## config.mk

```make
export PLATFORM = sky130hd
export DESIGN_NAME = alu_operand_stage_flat
export DESIGN_NICKNAME = d
export VERILOG_FILES = /design/src/rtl/alu_operand_stage_if.sv /design/src/rtl/alu_operand_stage.sv /design/src/flat_wrapper.sv
export SDC_FILE = /design/constraint.sdc
export NUM_CORES = 1
export LEC_CHECK = 0
export BUFFER_PORTS_ARGS = -buffer_cell sky130_fd_sc_hd__buf_2
export CAP_MARGIN = 20
export CORE_MARGIN = 5
export CORE_UTILIZATION = 35
export CTS_CLUSTER_DIAMETER = 30
export DETAILED_ROUTE_END_ITERATION = 6
export GPL_TIMING_DRIVEN = 0
export PLACE_DENSITY_LB_ADDON = 0.3
export SYNTH_ARGS = -nofsm -noshare
export SYNTH_HDL_FRONTEND = slang
export SYNTH_SLANG_ARGS = --single-unit
```

## constraint.sdc

```tcl
create_clock -name clk -period 2.2 [get_ports clk]
set_input_delay 0.11 -clock clk [delete_from_list [all_inputs] [get_ports clk]]
set_output_delay 0.11 -clock clk [all_outputs]
set_load 0.1 [all_outputs]
```

## src/rtl/alu_operand_stage_if.sv

```systemverilog
// Decode-to-ALU handshake bundle for alu_operand_stage.
// master = decode/ALU environment side, slave = the operand stage.
interface alu_operand_stage_if #(
    parameter int XLEN           = 32,
    parameter int MICROCODE_BITS = 9
);
    logic                      in_valid;
    logic                      in_ready;
    logic [MICROCODE_BITS-1:0] in_microcode;
    logic [XLEN-1:0]           in_rs1_data;
    logic [XLEN-1:0]           in_rs2_data;
    logic [XLEN-1:0]           in_imm;
    logic [XLEN-1:0]           in_pc;
    logic                      in_sel_a;
    logic                      in_sel_b;
    logic [4:0]                in_rs1_idx;
    logic [4:0]                in_rs2_idx;
    logic                      out_valid;
    logic                      out_ready;
    logic [MICROCODE_BITS-1:0] out_microcode;
    logic [XLEN-1:0]           out_a;
    logic [XLEN-1:0]           out_b;

    modport master (
        output in_valid, in_microcode, in_rs1_data, in_rs2_data, in_imm, in_pc,
        output in_sel_a, in_sel_b, in_rs1_idx, in_rs2_idx, out_ready,
        input  in_ready, out_valid, out_microcode, out_a, out_b
    );

    modport slave (
        input  in_valid, in_microcode, in_rs1_data, in_rs2_data, in_imm, in_pc,
        input  in_sel_a, in_sel_b, in_rs1_idx, in_rs2_idx, out_ready,
        output in_ready, out_valid, out_microcode, out_a, out_b
    );
endinterface

```

## src/rtl/alu_operand_stage.sv

```systemverilog
// ALU operand select with a registered 2-entry skid buffer (MAIN drives out_*, SKID absorbs back-pressure).
// Define ALU_OPERAND_FORWARD_EN to add write-back forwarding into captured and held operands.
//
// state   | meaning
// --------+----------------------------------------------
// S_EMPTY | no entry held, out_valid=0
// S_ONE   | MAIN holds the oldest entry, SKID free
// S_FULL  | MAIN oldest, SKID next, in_ready=0
module alu_operand_stage #(
    parameter int XLEN           = 32,
    parameter int MICROCODE_BITS = 9
) (
    input  logic            clk,
    input  logic            reset_n,
    input  logic            flush,
`ifdef ALU_OPERAND_FORWARD_EN
    input  logic            wb_valid,
    input  logic [4:0]      wb_idx,
    input  logic [XLEN-1:0] wb_data,
`endif
    alu_operand_stage_if.slave bus
);

    typedef enum logic [1:0] {
        S_EMPTY = 2'd0,
        S_ONE   = 2'd1,
        S_FULL  = 2'd2
    } state_t;

    typedef struct packed {
        logic [MICROCODE_BITS-1:0] mc;
        logic [XLEN-1:0]           a;
        logic [XLEN-1:0]           b;
`ifdef ALU_OPERAND_FORWARD_EN
        logic [4:0]                rs1_idx;
        logic [4:0]                rs2_idx;
        logic                      sel_a;
        logic                      sel_b;
`endif
    } entry_t;

    state_t state_q, state_d;
    entry_t main_q, main_d;
    entry_t skid_q, skid_d;
    entry_t cap;
    entry_t main_held;
    entry_t skid_held;
    logic   accept;
    logic   consume;

`ifdef ALU_OPERAND_FORWARD_EN
    // Same rule serves capture-time bypass and in-place patching of held entries.
    function automatic entry_t fwd_patch(input entry_t e, input logic v,
                                         input logic [4:0] idx, input logic [XLEN-1:0] d);
        entry_t r;
        r = e;
        if (v && (idx != 5'd0)) begin
            if (!e.sel_a && (e.rs1_idx == idx)) r.a = d;
            if (!e.sel_b && (e.rs2_idx == idx)) r.b = d;
        end
        return r;
    endfunction
`else
    logic unused_fwd_idx;
    assign unused_fwd_idx = ^{bus.in_rs1_idx, bus.in_rs2_idx};
`endif

    assign bus.in_ready      = (state_q != S_FULL);
    assign bus.out_valid     = (state_q != S_EMPTY);
    assign bus.out_microcode = main_q.mc;
    assign bus.out_a         = main_q.a;
    assign bus.out_b         = main_q.b;

    assign accept  = bus.in_valid & bus.in_ready;
    assign consume = bus.out_valid & bus.out_ready;

    always_comb begin
        cap    = '0;
        cap.mc = bus.in_microcode;
        cap.a  = bus.in_sel_a ? bus.in_pc  : bus.in_rs1_data;
        cap.b  = bus.in_sel_b ? bus.in_imm : bus.in_rs2_data;
`ifdef ALU_OPERAND_FORWARD_EN
        cap.rs1_idx = bus.in_rs1_idx;
        cap.rs2_idx = bus.in_rs2_idx;
        cap.sel_a   = bus.in_sel_a;
        cap.sel_b   = bus.in_sel_b;
        cap         = fwd_patch(cap, wb_valid, wb_idx, wb_data);
        main_held   = fwd_patch(main_q, wb_valid, wb_idx, wb_data);
        skid_held   = fwd_patch(skid_q, wb_valid, wb_idx, wb_data);
`else
        main_held   = main_q;
        skid_held   = skid_q;
`endif
    end

    always_comb begin
        state_d = state_q;
        main_d  = main_held;
        skid_d  = skid_held;
        case (state_q)
            S_EMPTY: begin
                if (accept) begin
                    state_d = S_ONE;
                    main_d  = cap;
                end
            end
            S_ONE: begin
                if (accept && !consume) begin
                    state_d = S_FULL;
                    skid_d  = cap;
                end else if (consume && !accept) begin
                    state_d = S_EMPTY;
                end else if (accept && consume) begin
                    main_d  = cap;
                end
            end
            S_FULL: begin
                if (consume) begin
                    state_d = S_ONE;
                    main_d  = skid_held;
                end
            end
            default: state_d = S_EMPTY;
        endcase
        // Data registers may keep stale contents; only occupancy is cleared.
        if (flush) state_d = S_EMPTY;
    end

    always_ff @(posedge clk or negedge reset_n) begin
        if (!reset_n) begin
            state_q <= S_EMPTY;
            main_q  <= '0;
            skid_q  <= '0;
        end else begin
            state_q <= state_d;
            main_q  <= main_d;
            skid_q  <= skid_d;
        end
    end

endmodule

```

## src/flat_wrapper.sv

```systemverilog
// flat-port wrapper written by rule: the top's interface ports become plain ports
module alu_operand_stage_flat 
#(
    parameter int XLEN           = 32,
    parameter int MICROCODE_BITS = 9
)
  (clk, reset_n, flush, bus_in_valid, bus_in_microcode, bus_in_rs1_data, bus_in_rs2_data, bus_in_imm, bus_in_pc, bus_in_sel_a, bus_in_sel_b, bus_in_rs1_idx, bus_in_rs2_idx, bus_out_ready, bus_in_ready, bus_out_valid, bus_out_microcode, bus_out_a, bus_out_b);
  alu_operand_stage_if #(.XLEN(XLEN), .MICROCODE_BITS(MICROCODE_BITS)) bus_i ();
  input  logic clk;
  input  logic reset_n;
  input  logic flush;
  input wire logic [$bits(bus_i.in_valid)-1:0] bus_in_valid;
  input wire logic [$bits(bus_i.in_microcode)-1:0] bus_in_microcode;
  input wire logic [$bits(bus_i.in_rs1_data)-1:0] bus_in_rs1_data;
  input wire logic [$bits(bus_i.in_rs2_data)-1:0] bus_in_rs2_data;
  input wire logic [$bits(bus_i.in_imm)-1:0] bus_in_imm;
  input wire logic [$bits(bus_i.in_pc)-1:0] bus_in_pc;
  input wire logic [$bits(bus_i.in_sel_a)-1:0] bus_in_sel_a;
  input wire logic [$bits(bus_i.in_sel_b)-1:0] bus_in_sel_b;
  input wire logic [$bits(bus_i.in_rs1_idx)-1:0] bus_in_rs1_idx;
  input wire logic [$bits(bus_i.in_rs2_idx)-1:0] bus_in_rs2_idx;
  input wire logic [$bits(bus_i.out_ready)-1:0] bus_out_ready;
  output wire logic [$bits(bus_i.in_ready)-1:0] bus_in_ready;
  output wire logic [$bits(bus_i.out_valid)-1:0] bus_out_valid;
  output wire logic [$bits(bus_i.out_microcode)-1:0] bus_out_microcode;
  output wire logic [$bits(bus_i.out_a)-1:0] bus_out_a;
  output wire logic [$bits(bus_i.out_b)-1:0] bus_out_b;
  assign bus_i.in_valid = bus_in_valid;
  assign bus_i.in_microcode = bus_in_microcode;
  assign bus_i.in_rs1_data = bus_in_rs1_data;
  assign bus_i.in_rs2_data = bus_in_rs2_data;
  assign bus_i.in_imm = bus_in_imm;
  assign bus_i.in_pc = bus_in_pc;
  assign bus_i.in_sel_a = bus_in_sel_a;
  assign bus_i.in_sel_b = bus_in_sel_b;
  assign bus_i.in_rs1_idx = bus_in_rs1_idx;
  assign bus_i.in_rs2_idx = bus_in_rs2_idx;
  assign bus_i.out_ready = bus_out_ready;
  assign bus_in_ready = bus_i.in_ready;
  assign bus_out_valid = bus_i.out_valid;
  assign bus_out_microcode = bus_i.out_microcode;
  assign bus_out_a = bus_i.out_a;
  assign bus_out_b = bus_i.out_b;
  alu_operand_stage #(.XLEN(XLEN), .MICROCODE_BITS(MICROCODE_BITS)) u_core (.clk(clk), .reset_n(reset_n), .flush(flush), .bus(bus_i));
endmodule
```

Word-level counts from Yosys, hierarchy flattened
Cells that the tools add are included.
{"block": "word_totals", "reg_bits": 148, "inputBits": 154}
{"block": "op_classes", "n_eq_ne": 11, "muxes": 14, "bitwise": 2, "n_reduce_logical": 11}
{"operator": "$mux W73", "n": 5}
{"operator": "$pmux W73 S3", "n": 1}
{"operator": "$mux W32", "n": 2}
{"operator": "$mux W2", "n": 5}
{"operator": "$ne A2 B1 Y1 const B", "n": 3}
{"operator": "$ne A2 B2 Y1 const B", "n": 3}
{"operator": "$ne A3 B2 Y1 const B", "n": 2}
{"operator": "$pmux W2 S3", "n": 1}
{"operator": "$reduce_and A6 Y1", "n": 1}
{"operator": "$ne A4 B2 Y1 const B", "n": 1}
{"operator": "$logic_and A1 B1 Y1", "n": 3}
{"operator": "$reduce_and A3 Y1", "n": 1}
{"operator": "$reduce_bool A3 Y1", "n": 1}
{"operator": "$and A1 B1 Y1", "n": 2}
{"operator": "$eq A2 B1 Y1 const B", "n": 1}
{"operator": "$eq A2 B2 Y1 const B", "n": 1}
{"operator": "$logic_not A1 Y1", "n": 2}
{"operator": "$logic_not A2 Y1", "n": 1}
{"operator": "$reduce_and A2 Y1", "n": 1}
{"operator": "$reduce_bool A2 Y1", "n": 1}

Depth between registers and ports, before layout
Gate-level depths: netlist (run 1).
{"block": "depth", "word_depth": 8, "depth_mapped": 6, "mapped_depth_nobuf": 3}

Worst setup path before layout (run 1)
OpenSTA, ideal clock, no wires.
{"block": "synth_path", "path_kind": "register -> register", "start": "register u_core.state_q[0]", "end": "register u_core.main_q (netlist bit u_core.bus.out_b[23])", "t_arrival_ns": 2.218, "required_time_ns": 2.075, "slack_ns": -0.143, "stages_incl_launch_ff": 7, "n_path_buf": 3, "period_less_slack_ns": 2.343, "cell_sequence": "dfrtp_1 > buf_2 > nand2b_1 > buf_4 > clkbuf_1 > a21oi_1 > mux2_2"}
{"block": "synth_via", "elab_chain_cells": 6, "elab_cells_between_ends": 20, "classes_between": "eq/ne (8); mux (1); bitwise (2); reduce/logical (9)"}
{"item": "start: declaration", "line_no": "alu_operand_stage.sv:42", "rtl": "state_t state_q, state_d;"}
{"item": "start signal: assignment", "line_no": "alu_operand_stage.sv:135", "rtl": "state_q <= state_d;"}
{"item": "$ne A2 B2 Y1 (*)", "line_no": "alu_operand_stage.sv:68", "rtl": "assign bus.in_ready = (state_q != S_FULL);"}
{"item": "net bus_in_ready", "line_no": "flat_wrapper.sv:23", "rtl": "output wire logic [$bits(bus_i.in_ready)-1:0] bus_in_ready;"}
{"item": "$and A1 B1 Y1 (*)", "line_no": "alu_operand_stage.sv:74", "rtl": "assign accept = bus.in_valid & bus.in_ready;"}
{"item": "$logic_not A1 Y1", "line_no": "alu_operand_stage.sv:111", "rtl": "end else if (consume && !accept) begin"}
{"item": "$logic_and A1 B1 Y1", "line_no": "alu_operand_stage.sv:111"}
{"item": "$ne A2 B2 Y1 (no source line)"}
{"item": "$reduce_and A6 Y1 (no source line) (*)"}
{"item": "end signal: assignment", "line_no": "alu_operand_stage.sv:136", "rtl": "main_q <= main_d;"}
{"item": "end: declaration", "line_no": "alu_operand_stage.sv:43", "rtl": "entry_t main_q, main_d;"}
Mark *: on every way through the listed nets, which the timed path passes. The rest lies on a longest branch.
A chain may end at the register's enable or synchronous reset.

Final worst setup path (run 1)
{"block": "layout_path", "start": "register u_core.state_q[0]", "end": "output port bus_in_ready"}
{"block": "layout_via", "elab_chain_cells": 1}
{"item": "$ne A2 B2 Y1", "line_no": "alu_operand_stage.sv:68"}
{"item": "end: declaration", "line_no": "flat_wrapper.sv:23"}
Every way passes these cells.

==> impl_results.md, run 1 <==
* Max Clock Skew at 13.7 ps
* Area grow syn2layout at 30.6%
* R2r startpoint: u_core.state_q[0]
* Commonest non-fill, non-tap cell in the layout: buf_2
* Share of cells above drive strength 1 at 41.6%
* Placed insts at ~1100
* Ant diodes at 0
* Die height at 152 µm
* Cells after synthesis at 625
* Core Region at 20100 µm²
* Cell Pwr Density at 1090 nW/µm²
* Clock sink count at 148
* Cell variety after synth at 20
* Vias at 5614
* # setup viols final at 0
* Crit path capture type: primary output
* DR WL/cell at 16.2 µm
* Initial core utilization at 35.3%
* Via density at 4.86
* Period Utilization, post-route at 92.5%
* Final GP Congestion at about 0.74
* Latest clock arrival within the worst-skew pair at between 400 and 500 ps
* Max cap viols at 0
* Root Driver: clkbuf_16
* I/O pin cnt at around 230
* Tot GR Track Use at between 15 and 20%
* Fill cells at 1907
* R2R depth at 6
* CTS tree: built
* Synthesized flop and latch total at 148
* Hold path endpoint: u_core.skid_held[15]
* Hold depth at 3
* Slew margin rel. at 56.5%
* Nets at 1026
* Post-Syn Nets at slightly below 800
* Placement Rows at 52
* Min-delay src: bus_in_rs2_data[15]
* DP Area at roughly 8500 µm²
* Status: complete, no violations
* WP data required at 2090 ps
* H-tree Lvls at 4
* # DRC at 0
* First-pass GRT wire length at roughly 31 mm
* Final instance area at 9270 µm²
* GRT overflow at 0
* Tmin final at roughly 2000 ps
* Overall Power at 10.1 mW
* Max Fanout on Critical Path at 10
* Post-DP HPWL at 13.5 mm
* TritonCTS Buffers at 17
* Class of the worst hold path: in -> reg
* Static Leak at 4.23 nW
* Worst Tran Pin Value at about 650 ps
* Worst-path clk slew at 60 ps
* Number of global-route vias before repair at 5893
* Initial antenna violation count at 1
* CP startpoint: u_core.state_q[0]
* Clock Path Buffers at 2
* Largest net degree at the start of global routing at 83
* Die width at roughly 150 µm
* Antenna viol nets, final at 0
* VDD IR-drop max at approximately 0.56 mV
* Flop-to-flop setup slack at 180 ps
* Layout Cells excl Fill at ~1200
* RSZ-0062 raised after global routing: no
* Most frequent cells in the layout: buf_2, dfrtp_1, a21oi_1
* Maximum clock rate at 491 MHz
* Die area at 23200 µm²
* First DRT Iteration DRCs at 160
* Mean Syn Cell Area at 11.3 µm²
* Register area share after synthesis at 52.2%
* Port Buffers at 216
* CP Class: reg -> out
* Fin. Hold Viols at 0
* Yosys warnings at 0
* CP startpoint kind: flip-flop
* Drt first pass iters at 4
* Total Wirelength at approximately 19 mm
* Synth Cell Area at 7090 µm²
* Final Slew Violations at 0
* Post-CTS Setup Repair Bufs at 0
* Worst Path Arrival at roughly 1900 ps
* R2R Path End: u_core.state_q[1]
## logic make-up (layout without fill, tap and decap cells)
logic type | count (synthesis) | count (layout) | synth area share [%]
mux | 156 | 156 | 23.6
flops | 148 | 148 | 52.2
simple gates | 136 | 136 | 10.8
compound gates | 132 | 132 | 9.74
buf+inv | 53 | 313 | 3.58
## area by class of cell
type | instances | area [µm²] | share of cell area, %
well taps | 270 | 338 | 3.65
plain buffers | 52 | 255 | 2.75
clock inverters | 12 | 126 | 1.36
flip-flops and latches | 148 | 3700 | 40.0
multi-input cells | 424 | 3140 | 33.8
repair buffers | 229 | 1240 | 13.4
clock buffers | 20 | 467 | 5.04
## power by group
part	internal, mW	switching, mW
logic	0.851	2.67
registers	3.35	0.311
clock network	1.76	1.15
total	5.96	4.12
## through the flow
| step | hold WS [ps] | TNS [ps] | utilization [%] | setup slack, ps |
|---|---|---|---|---|
| CTS | 5.42 | 0 | 46.1 | 38.0 |
| detailed placement | 157 | 0 | 42.5 | 83.0 |
| floorplan | -186 | 0 | - | 375 |
| finish | 24.4 | 0 | 46.1 | 165 |
| global route | 35.6 | 0 | 46.1 | 7.32 |
| global placement | 287 | -181730 | 42.3 | -1240 |
## synthesized netlist by cell type (all sizes together)
master	instances	area, µm²
or2	1	6.26
nand2b	1	6.26
a21oi	129	646
nor2b	1	6.26
mux2i	65	651
dfrtp	148	3700
o21ba	1	10.0
nor3b	64	480
nor2	65	244
clkbuf	21	78.8
a211oi	1	7.51
o2bb2ai	1	27.5
or3b	1	8.76
buf	32	175
nand2	2	7.51
mux2	91	1020
nor4bb	1	10.0
## how the worst max path moves through the flow
stage	end	slack, ps	cells past startpoint
floorplan	u_core.bus.out_b[23]	380	6
global placement	u_core.bus.out_b[18]	-1240	1
detailed placement	u_core.bus.out_b[7]	80	5
CTS	bus_in_ready	40	5
global route	u_core.bus.out_a[20]	7	6
finish	bus_in_ready	170	5
## critical path, stage by stage, from the launching register on
cell and delay (ps):
dfrtp_1 310, buf_2 220, nand2b_1 180, buf_4 240, buf_2 280, buf_6 260
## state kept, by name, indices dropped and copies added, names as in the netlist
name,count
u_core.bus.out_a,32
u_core.bus.out_b,32
u_core.bus.out_microcode,9
u_core.skid_held,73
u_core.state_q,2
## metal layers
metal	track usage, %	routed length (µm)	vias up
met1	22.6	8950	2727
li1	-	-	2712
met5	0	13	-
met3	4.94	1100	9
met4	3.08	109	2
met2	25.4	8550	164
## timing repair
item	4_1_cts	5_1_grt
cloned	0	0
endpoints found under the setup margin	2	32
pin swaps	0	0
hold buffers	12	0
gates resized for setup	1	5
hold endpoints to repair	77	0
Power figures use the tool's default switching activity.
==> run 2: changes to the inputs <==
- CORE_MARGIN: 5 -> 2
- REMOVE_ABC_BUFFERS: default -> 1
- SLEW_MARGIN: default -> 20
==> impl_results.md, run 2 (same netlist as run 1, synthesis figures left out) <==
* Initial core utilization at 35.4% (+0.11 points)
* Post-DP HPWL at 11.2 mm (-17%)
* Antenna viol nets, final at 0 (unchanged)
* Maximum clock rate at 479 MHz (-2.5%)
* WP data required at 2500 ps (+410 ps)
* Worst Path Arrival at 2380 ps (+460 ps)
* Flop-to-flop setup slack at 110 ps (-70 ps)
* Tmin final at 2090 ps (+51.4 ps)
* Cell Pwr Density at 1090 nW/µm² (+0.45%)
* Fin. Hold Viols at 0 (unchanged)
* RSZ-0062 raised after global routing: no
* Placement Rows at 52 (unchanged)
* H-tree Lvls at 4 (unchanged)
* Die area at 21400 µm² (-7.7%)
* First DRT Iteration DRCs at 221 (+38%)
* R2R Path End: u_core.bus.out_microcode[1]
* R2r startpoint: u_core.state_q[0]
* Hold path endpoint: u_core.skid_held[57]
* Min-delay src: bus_in_rs1_data[25]
* Max Fanout on Critical Path at 52 (+42)
* TritonCTS Buffers at 17 (unchanged)
* Core Region at 20000 µm² (-0.32%)
* CP Class: reg -> reg
* Static Leak at 4.26 nW (+0.73%)
* Port Buffers at 218 (+0.93%)
* I/O pin cnt at 229 (unchanged)
* Latest clock arrival within the worst-skew pair at 410 ps (about the same)
* Final Slew Violations at 0 (unchanged)
* Initial antenna violation count at 0 (-1)
* Commonest non-fill, non-tap cell in the layout: buf_2
* First-pass GRT wire length at 29.2 mm (-5.7%)
* # DRC at 0 (unchanged)
* Vias at 5494 (-2.1%)
* Root Driver: clkbuf_16
* Max cap viols at 0 (unchanged)
* # setup viols final at 0 (unchanged)
* CTS tree: built
* Busiest grt layer: met2
* Die width at 146 µm (-3.9%)
* CP startpoint kind: flip-flop
* Worst-path clk slew at 60 ps (about the same)
* Largest net degree at the start of global routing at 84 (+1.2%)
* Max Clock Skew at 10.1 ps (-3.56 ps)
* Met1 Use GR at 22.6% (+0.070 points)
* Share of cells above drive strength 1 at 42.4% (+0.79 points)
* VDD IR-drop max at 0.487 mV (-12%)
* Period Utilization, post-route at 94.8% (+2.3 points)
* DR WL/cell at 16.1 µm (-0.73%)
* Total Wirelength at 18.2 mm (-3.0%)
* Met3 Use GR at 4.47% (-0.47 points)
* Slew margin rel. at 35.4% (-21 points)
* Final instance area at 9420 µm² (+1.7%)
* Clock Path Buffers at 2 (unchanged)
* Layout Cells excl Fill at 1129 (-2.3%)
* Final GP Congestion at 0.707 (-5.0%)
* Worst Tran Pin Value at 969 ps (+317 ps)
* GRT overflow at 0 (unchanged)
* Nets at 1000 (-2.5%)
* Number of global-route vias before repair at 5620 (-4.6%)
* Ant diodes at 0 (unchanged)
* Status: complete, no violations
* Class of the worst hold path: in -> reg
* Most frequent cells in the layout: buf_2, dfrtp_1, a21oi_1
* Crit path capture type: flip-flop
* M2 GR Usage at 27.6% (+2.2 points)
* Area grow syn2layout at 32.8%
* R2R depth at 4 (-2)
* Die height at 146 µm (-3.9%)
* Placed insts at 1076 (-3.2%)
* Drt first pass iters at 6 (+2)
* Max reg flops at 73 (unchanged)
* Hold depth at 3 (unchanged)
* Via density at 4.87 (+0.12%)
* CP startpoint: u_core.state_q[0]
* DP Area at 8550 µm² (about the same)
* Tot GR Track Use at 17.0% (+0.79 points)
* Clock sink count at 148 (unchanged)
## run 2: cell types whose count changed in the layout (fill, tap and decap cells not counted), moves of 3 or more
cell,before,now
buf_2,234,216
clkbuf_1,19,3
buf_12,0,5
buf_16,1,5
buf_1,3,0
clkbuf_8,3,0
## run 2: per-stage QoR
stage / worst slack (ps) / setup TNS (ps) / power (mW) / utilization (%) / hold slack (ps)
after global routing: 12.3 / 0 / 10.8 / 47.0 / 10.0
after CTS: -8.31 / -8.31 / 10.4 / 46.8 / 4.53
after global placement: -16310 / -1586910 / 7.20 / 41.3 / 290
final: 114 / 0 / 10.3 / 47.0 / 19.9
after detailed placement: -386 / -31920 / 7.25 / 42.7 / 96.5
after floorplan: -10230 / -847650 / 6.46 / - / -186
## run 2: how the worst max path moves through the flow
stage	to	slack [ps]	cells after the start
finish	u_core.bus.out_microcode[1]	110	4
global route	bus_in_ready	10	3
CTS	bus_in_ready	-8	3
detailed placement	u_core.skid_held[72]	-390	4
global placement	u_core.skid_held[65]	-16310	2
floorplan	u_core.skid_held[64]	-10230	2
## run 2: worst max-delay path, stage by stage, from the launching register on
cell	delay, ps
dfrtp_4	660
nand2b_4	360
buf_16	290
mux2_2	360
mux2_2	260
## run 2: metal layers
layer,share of wire (%),vias up
met4,1.0,0
li1,-,2669
met5,0,-
met3,4.9,15
met1,46,2661
met2,48,149
## run 2: where the power goes
group	internal (mW)	total (mW)	switching (mW)
registers	3.35	3.68	0.326
clock network	1.91	3.09	1.18
logic	0.889	3.53	2.65
total	6.15	10.3	4.15
## run 2: timing repair
action,4_1_cts,5_1_grt
pin swaps,2,0
hold buffers,13,0
hold endpoints to repair,77,0
setup buffers,6,1
setup endpoints to repair,136,10
gates resized for setup,4,0
cloned,0,1
## run 2: cell type report
class / count / area, µm²
clock inverters: 12 / 179
well taps: 270 / 338
clock buffers: 20 / 437
fillers: 1882 / 10600
flip-flops and latches: 148 / 3710
multi-input cells: 425 / 3170
repair buffers: 254 / 1590
==> run 3: changes to the inputs <==
- clock period: 2.2 -> 2.1 ns (I/O delays scaled with it)
==> impl_results.md, run 3 (same netlist as run 1, synthesis figures left out) <==
* Status: complete, no violations
* Finished Core Util at 47.2% (+0.21 points)
* Crit path capture type: flip-flop
* # setup viols final at 0 (unchanged)
* Max cap viols at 0 (unchanged)
* Final GP Congestion at 0.707 (unchanged)
* Tmin final at 1980 ps (-101 ps)
* TritonCTS Buffers at 17 (unchanged)
* Port Buffers at 218 (unchanged)
* R2R depth at 4 (unchanged)
* Area grow syn2layout at 33.4%
* CP startpoint: u_core.state_q[0]
* Period Utilization, post-route at 94.5% (-0.32 points)
* Setup ws final at 115 ps (+1.47 ps)
* Static Leak at 4.28 nW (+0.48%)
* Die width at 146 µm (unchanged)
* Max Fanout on Critical Path at 52 (unchanged)
* CTS tree: built
* Tot GR Track Use at 17.4% (+0.37 points)
* Worst Path Arrival at 2280 ps (-100 ps)
* Switching share of total power at 40.3% (about the same)
* Worst Tran Pin Value at 969 ps (+0.409 ps)
* Final Slew Violations at 0 (unchanged)
* Worst Setup EP: u_core.bus.out_microcode[7]
* Fill cells at 1876 (-0.32%)
* Clock Path Buffers at 2 (unchanged)
* Max reg flops at 73 (unchanged)
* Total Wirelength at 18.4 mm (+1.4%)
* Class of the worst hold path: in -> reg
* Commonest non-fill, non-tap cell in the layout: buf_2
* R2R Path End: u_core.bus.out_microcode[7]
* Internal at 6.45 mW (+4.9%)
* WP data required at 2390 ps (-110 ps)
* Maximum clock rate at 504 MHz (+5.1%)
* DP Area at 8550 µm² (unchanged)
* Flop-to-flop setup slack at 120 ps (about the same)
* Fin. Hold Viols at 0 (unchanged)
* H-tree Lvls at 4 (unchanged)
* CP Class: reg -> reg
* Worst hold margin at 11.6 ps (-8.28 ps)
* Gate power share at 34.4% (about the same)
* Latest clock arrival within the worst-skew pair at 410 ps (about the same)
* Clock share of power at 30.0% (about the same)
* Overall Power at 10.8 mW (+4.9%)
* Worst-path clk slew at 60 ps (about the same)
* Initial core utilization at 35.4% (unchanged)
* Most frequent cells in the layout: buf_2, dfrtp_1, a21oi_1
* CP startpoint kind: flip-flop
* Antenna viol nets, final at 0 (unchanged)
* R2r startpoint: u_core.state_q[0]
* Die height at 146 µm (unchanged)
* Drt first pass iters at 6 (unchanged)
* Core Region at 20000 µm² (unchanged)
* Share of cells above drive strength 1 at 42.4% (about the same)
* Clock sink count at 148 (unchanged)
* Slew margin rel. at 35.4% (about the same)
* Initial antenna violation count at 0 (unchanged)
* Ant diodes at 0 (unchanged)
* Net switching power at 4.36 mW (+4.9%)
* Placement Rows at 52 (unchanged)
* Sequential share of power at 35.6% (about the same)
* Root Driver: clkbuf_16
* RSZ-0062 raised after global routing: no
* VDD IR-drop max at 0.515 mV (+5.6%)
* Final instance area at 9470 µm² (+0.45%)
* First DRT Iteration DRCs at 195 (-12%)
* # DRC at 0 (unchanged)
* Largest net degree at the start of global routing at 84 (unchanged)
* Via density at 4.90 (+0.63%)
* Number of global-route vias before repair at 5664 (+0.78%)
* Nets at 1004 (+0.40%)
* Vias at 5548 (+0.98%)
* First-pass GRT wire length at 29.7 mm (+1.6%)
* DR WL/cell at 16.3 µm (+1.0%)
* Max Clock Skew at 8.94 ps (-1.15 ps)
* GRT overflow at 0 (unchanged)
* Die area at 21400 µm² (unchanged)
* Post-place setup slack at -486 ps (-100 ps)
* Post-DP HPWL at 11.2 mm (unchanged)
* Cell Pwr Density at 1140 nW/µm² (+4.4%)
* I/O pin cnt at 229 (unchanged)
## run 3: cell types whose count changed in the layout (fill, tap and decap cells not counted), sizes merged
cell,delta
dlygate4sd3,+2
buf,+2
## run 3: final cells by class
cell class,instances,area (µm²),area share [%]
clock buffer,20,437,4.61
tap,270,338,3.57
multi-input combinational,425,3170,33.5
sequential,148,3710,39.2
clock inverter,12,179,1.89
timing repair buffer,258,1630,17.3
## run 3: worst max-delay path: stages (launching register included)
cell      delay, ps
dfrtp_4         580
nand2b_4        340
buf_16          300
mux2_2          370
mux2_2          260
## run 3: routing by layer
metal / wire length, µm / track usage (%)
met1: 8470 / 23.0
met2: 8760 / 28.4
met3: 1000 / 4.47
met4: 190 / 4.90
met5: 0 / 0
## run 3: timing repair
action	in CTS	in global routing
hold buffers	15	0
pin swaps	2	0
resized for setup	4	0
buffers inserted	7	2
endpoints found under the hold margin	78	0
endpoints found under the setup margin	144	85
cloned	1	0
## run 3: worst min-delay path by stage
stage,startpoint,endpoint,cells past startpoint
floorplan,reset_n,u_core.bus.out_a[0],0
CTS,bus_in_pc[6],u_core.skid_held[38],3
global route,bus_in_rs1_data[6],u_core.skid_held[38],3
global placement,flush,u_core.state_q[1],2
detailed placement,reset_n,u_core.skid_held[65],1
finish,bus_in_rs1_data[25],u_core.skid_held[57],3
## run 3: stage by stage
step,TNS (ps),instances
2_1_floorplan,-862550,572
3_3_place_gp,-1615960,1060
3_5_place_dp,-45560,1076
4_1_cts,-26.8,1131
5_1_grt,0,1133
6_report,0,1133
## run 3: power groups by stage
stage / registers (mW) / logic, mW / clock network [mW]
6_report: 3.85 / 3.72 / 3.24
5_1_grt: 3.94 / 3.93 / 3.45
4_1_cts: 3.86 / 3.75 / 3.32
3_5_place_dp: 3.92 / 3.67 / 0
3_3_place_gp: 3.92 / 3.62 / 0
2_1_floorplan: 5.84 / 0.926 / 0
